--- src/rtl/arb_pkg.sv ---
// arb_pkg: shared types for mem_port_arbiter
package arb_pkg;
    localparam int ARB_N = 2;
    typedef enum logic [1:0] {OPEN = 2'd0, LOCK0 = 2'd1, LOCK1 = 2'd2} arb_state_t;
endpackage

--- src/rtl/arb_rr_pick.sv ---
// arb_rr_pick: combinational 2-way round-robin picker honouring lock ownership
module arb_rr_pick
    import arb_pkg::*;
(
    input  logic [ARB_N-1:0] req,
    input  logic             last,
    input  arb_state_t       state,
    output logic [ARB_N-1:0] gnt,
    output logic             idx
);
    logic both;
    always_comb begin
        both = &req;
        idx = state == LOCK1 ? 1'b1 : state == LOCK0 ? 1'b0 : both ? ~last : req[1];
        gnt = state == LOCK0 ? {1'b0, req[0]} :
              state == LOCK1 ? {req[1], 1'b0} :
              both ? (last ? 2'b01 : 2'b10) : req;
    end
endmodule

--- src/rtl/mem_port_arbiter.sv ---
// mem_port_arbiter: round-robin sharing of one memory port with bus lock and registered read return
// ARB_PERF_CNT_EN adds saturating grant/wait counters (gcnt0, gcnt1, wcnt1).
module mem_port_arbiter
    import arb_pkg::*;
#(
    parameter int AW = 32,
    parameter int DW = 32
`ifdef ARB_PERF_CNT_EN
    , parameter int CNTW = 16
`endif
) (
    input  logic          clk,
    input  logic          reset,
    input  logic          req0,
    input  logic          req1,
    input  logic          we0,
    input  logic          we1,
    input  logic [AW-1:0] adr0,
    input  logic [AW-1:0] adr1,
    input  logic [DW-1:0] wd0,
    input  logic [DW-1:0] wd1,
    input  logic          lock0,
    input  logic          lock1,
    output logic          gnt0,
    output logic          gnt1,
    output logic          rvalid0,
    output logic          rvalid1,
    output logic [DW-1:0] rdata,
    output logic          mem_we,
    output logic [AW-1:0] mem_adr,
    output logic [DW-1:0] mem_wd,
    input  logic [DW-1:0] mem_rd
`ifdef ARB_PERF_CNT_EN
    , output logic [CNTW-1:0] gcnt0
    , output logic [CNTW-1:0] gcnt1
    , output logic [CNTW-1:0] wcnt1
`endif
);
    arb_state_t state, state_nx, eff;
    logic       last, idx, lk;
    logic [1:0] g;
    // an idle owner that drops its lock frees the bus within the same cycle
    always_comb eff = (state == LOCK0 && !req0 && !lock0) || (state == LOCK1 && !req1 && !lock1) ? OPEN : state;
    arb_rr_pick u_pick (
        .req   ({req1, req0} & {2{~reset}}),
        .last  (last),
        .state (eff),
        .gnt   (g),
        .idx   (idx)
    );
    always_comb begin
        gnt0 = g[0];
        gnt1 = g[1];
        lk = idx ? lock1 : lock0;
        state_nx = |g ? (lk ? (idx ? LOCK1 : LOCK0) : OPEN) : eff;
        mem_we = (gnt0 & we0) | (gnt1 & we1);
        mem_adr = gnt0 ? adr0 : gnt1 ? adr1 : '0;
        mem_wd = gnt0 ? wd0 : gnt1 ? wd1 : '0;
    end
    always_ff @(posedge clk or posedge reset) begin
        if (reset) begin
            state <= OPEN;
            last <= 1'b1;
            rvalid0 <= 1'b0;
            rvalid1 <= 1'b0;
            rdata <= '0;
        end else begin
            state <= state_nx;
            if (|g) last <= idx;
            rvalid0 <= gnt0 & ~we0;
            rvalid1 <= gnt1 & ~we1;
            if ((gnt0 & ~we0) | (gnt1 & ~we1)) rdata <= mem_rd;
        end
    end
`ifdef ARB_PERF_CNT_EN
    always_ff @(posedge clk or posedge reset) begin
        if (reset) begin
            gcnt0 <= '0;
            gcnt1 <= '0;
            wcnt1 <= '0;
        end else begin
            if (gnt0 && !(&gcnt0)) gcnt0 <= gcnt0 + 1'b1;
            if (gnt1 && !(&gcnt1)) gcnt1 <= gcnt1 + 1'b1;
            if (req1 && !gnt1 && !(&wcnt1)) wcnt1 <= wcnt1 + 1'b1;
        end
    end
`endif
endmodule
--- config.mk ---
export PLATFORM = sky130hd
export DESIGN_NAME = mem_port_arbiter
export DESIGN_NICKNAME = d
export VERILOG_FILES = /design/src/rtl/arb_pkg.sv /design/src/rtl/arb_rr_pick.sv /design/src/rtl/mem_port_arbiter.sv
export SDC_FILE = /design/constraint.sdc
export NUM_CORES = 1
export LEC_CHECK = 0
export CAP_MARGIN = 20
export CORE_MARGIN = 10
export CORE_UTILIZATION = 24
export CTS_CLUSTER_DIAMETER = 80
export CTS_CLUSTER_SIZE = 10
export DETAILED_ROUTE_END_ITERATION = 7
export PLACE_DENSITY = 0.77
export SYNTH_ARGS = -nofsm -noshare
export SYNTH_HDL_FRONTEND = slang
export SYNTH_HIERARCHICAL = 1
export SYNTH_SLANG_ARGS = --single-unit
--- constraint.sdc ---
create_clock -name clk -period 2.23 [get_ports clk]
set_input_delay 0.223 -clock clk [delete_from_list [all_inputs] [get_ports clk]]
set_output_delay 0.223 -clock clk [all_outputs]
set_load 0.01 [all_outputs]
==> flow_metrics.env, run 1 <==
export IMPL_nNetsFinal=653
export IMPL_violations="negative setup slack"
export IMPL_antenna_found_initial=1
export IMPL_clock_tree_buffer_depth=2
export IMPL_start_util=0.245
export IMPL_maxSlewHeadroom=0.685
export IMPL_slowest_delay_ns=0.49
export IMPL_synth_seq_cells=37
export IMPL_timing_final_setup_violations=97
export IMPL_crit_top_cell="buf_6"
export IMPL_ys_dominant_reg_cell="dfrtp_1"
export IMPL_synth_edf_count=0
export IMPL_worstPathCellList="clkdlybuf4s50_1 -> o31a_1 -> inv_2 -> maj3_2 -> and2_4 -> buf_6 -> buf_6 -> nor2b_4 -> or2_4 -> buf_12 -> buf_16 -> mux2_4"
export IMPL_synth_top_cell_by_area="dfrtp_1"
export IMPL_numCtsBuffers=5
export IMPL_vias=2968
export IMPL_gp_congestion=0.871
export IMPL_routed_wl_um=14500
export IMPL_avgSynthCellArea_um2=12.4
export IMPL_rsz0062_at_grt="yes"
export IMPL_setup_ws_ns=-0.296
export IMPL_fin_tns_setup_ns=-21.68
export IMPL_ant_nets=0
export IMPL_wl_per_cell_um=24.2
export IMPL_path_class="input pin to flop"
export IMPL_cpMaxStageDelayCell="clkdlybuf4s50_1"
export IMPL_cts_sinks=37
export IMPL_viasPerCell=4.96
export IMPL_hold_viol_final=0
export IMPL_synth_nets=349
export IMPL_p_leak_uw=0.00259
export IMPL_grt_max_degree=38
export IMPL_drt_iter0_drc=90
export IMPL_coreArea_mm2=0.00915
export IMPL_synth_top_area_frac=0.402
export IMPL_syn_area_mm2=0.00224
export IMPL_yosysWarningCount=6
export IMPL_path_clk_slew_ns=0.08
export IMPL_ctsRootBufferMaster="clkbuf_8"
export IMPL_die_w_um=117
export IMPL_period_share=1.13
export IMPL_first_pass_iters=4
export IMPL_max_vdd_ir_drop_mv=0.304
export IMPL_max_clock_freq_ghz=0.396
export IMPL_fill_cells=719
export IMPL_min_path_type="input pin to asynchronous set/reset pin"
export IMPL_synth_distinct_cells=22
export IMPL_overflow=0
export IMPL_synth_common_cells="64 x a22o_1, 36 x dfrtp_1, 30 x mux2_4, 10 x clkbuf_1, 6 x nor2b_1"
export IMPL_grt_pass1_vias=3415
export IMPL_slew_violations=0
export IMPL_crit_path_end_kind="flop"
export IMPL_status="complete, but fails checks"
export IMPL_cts_hold_buffers=0
export IMPL_clock_skew_ns=0.00857
export IMPL_grt_pass1_wl_um=19800
export IMPL_cts_max_level=2
export IMPL_grt_usage=0.193
export IMPL_tritoncts="done"
export IMPL_drive_gt1_frac=0.340
export IMPL_cp_data_required_time_ns=2.40
export IMPL_synth_most_common_cell="a22o_1"
export IMPL_insertion_delay_ns=0.28
export IMPL_max_cap_violations=0
export IMPL_placement_rows=35
export IMPL_fin_crit_ns=2.53
export IMPL_synthCells=181
export IMPL_ys_async_sr_fraction=1.00
export IMPL_cp_start_kind="input pin"
export IMPL_yosysSeqAreaShare=0.414
export IMPL_crit_path_start="lock1"
export IMPL_finalPower_uw=3750
export IMPL_dieArea_mm2=0.0136
export IMPL_place_hpwl_um=10500
export IMPL_syn_to_final_growth_pct=156
export IMPL_power_density_mw_per_mm2=654
export IMPL_r2r_start="state[1]"
export IMPL_arrival_ns=2.69
export IMPL_numPortBuffers=268
export IMPL_drc=0
export IMPL_io_pins=269
export IMPL_crit_fanout=8
export IMPL_fp_dieH_um=117
export IMPL_ys_top_cells_by_area="dfrtp_1 40%, a22o_1 25%, mux2_4 20%, mux2_1 2.0%, clkbuf_1 1.7%"
export IMPL_worst_slew_pin_slew_ns=0.473
-- where the power goes --
group,switching (µW),leakage (µW),total [µW],internal [µW]
clock,229,0.0000433,474,244
combinational,803,0.00211,2260,1460
sequential,126,0.000439,1020,895
total,1160,0.00259,3750,2600
-- logic make-up after synthesis --
group / after synthesis / share of synthesized area
and+or+nand+nor: 17 / 0.0413
DFF: 37 / 0.414
adders and majority gates: 1 / 0.00502
buffers and inverters: 20 / 0.0458
AOI/OAI and AO/OA: 72 / 0.273
muxes: 34 / 0.221
-- path summary, 6_finish.rpt --
path / end / slack [ns] / depth (start not counted)
min in group clk: state[0] / 0.33 / 3
worst min-delay path: rdata[14] / 0.28 / 4
worst max register to register: rdata[26] / -0.26 / 10
worst min register to register: rdata[10] / 0.51 / 1
max in group asynchronous: last / 1.60 / 4
worst max-delay path: rdata[26] / -0.30 / 12
-- worst max-delay path, delay by kind of cell --
family,cells,cell delay (ns)
buffers and inverters,6,1.06
AOI/OAI and AO/OA,1,0.20
muxes,1,0.29
adders and majority gates,1,0.31
and+or+nand+nor,3,0.60
-- metrics by stage --
step,util,worst slack (ns),std cells,hold slack (ns),cell area [µm²]
finish,0.628,-0.296,598,0.280,5740
global route,0.628,-0.350,598,0.324,5740
CTS,0.590,-0.315,585,0.495,5400
detailed placement,0.559,-0.828,557,0.478,5110
global placement,0.559,-0.730,557,0.470,5110
floorplan,-,0.0100,181,0.296,2240
-- registers in the layout, indices dropped and copies added (netlist names) --
register,cells
rvalid1,1
rvalid0,1
last,1
state,2
rdata,32
-- per-layer routing --
metal	global-route usage	routed length [µm]	vias to the layer above
met1	0.186	4810	1441
li1	-	-	1322
met5	0	0	-
met4	0.0750	473	0
met2	0.353	7600	178
met3	0.0842	1600	27
-- timing repair --
item,in CTS,in global routing
setup buffers,10,10
endpoints found under the setup margin,99,98
resized for setup,303,53
cloned,11,6
pin swaps,3,11
-- layout by cell type (no fill, tap or decap), types with 3 or more instances in the layout --
master           instances
nor2b_4                  4
clkbuf_16                5
buf_12                   8
buf_4                   21
nand2_1                  5
clkbuf_8                 6
buf_6                   30
buf_16                   8
buf_8                    4
clkdlybuf4s50_1        198
dlymetal6s2s_1           3
dfrtp_1                 36
buf_2                   34
mux2_4                  32
a22o_1                  62
-- layout make-up --
type / count / area [µm²] / share of cell area
Antenna cell: 2 / 5.00 / 0.000871
Timing Repair Buffer: 315 / 3290 / 0.572
Clock inverter: 1 / 7.51 / 0.00131
Sequential cell: 37 / 927 / 0.161
Inverter: 2 / 7.51 / 0.00131
Clock buffer: 6 / 82.6 / 0.0144
Tap cell: 111 / 139 / 0.0242
Multi-Input combinational cell: 124 / 1290 / 0.224
Power figures use the tool's default switching activity.
==> run 2: changes to the inputs <==
- CTS_CLUSTER_DIAMETER: 80 -> not set
==> results of run 2 <==
The final DEF is identical to that of run 1; final timing and power are the same.
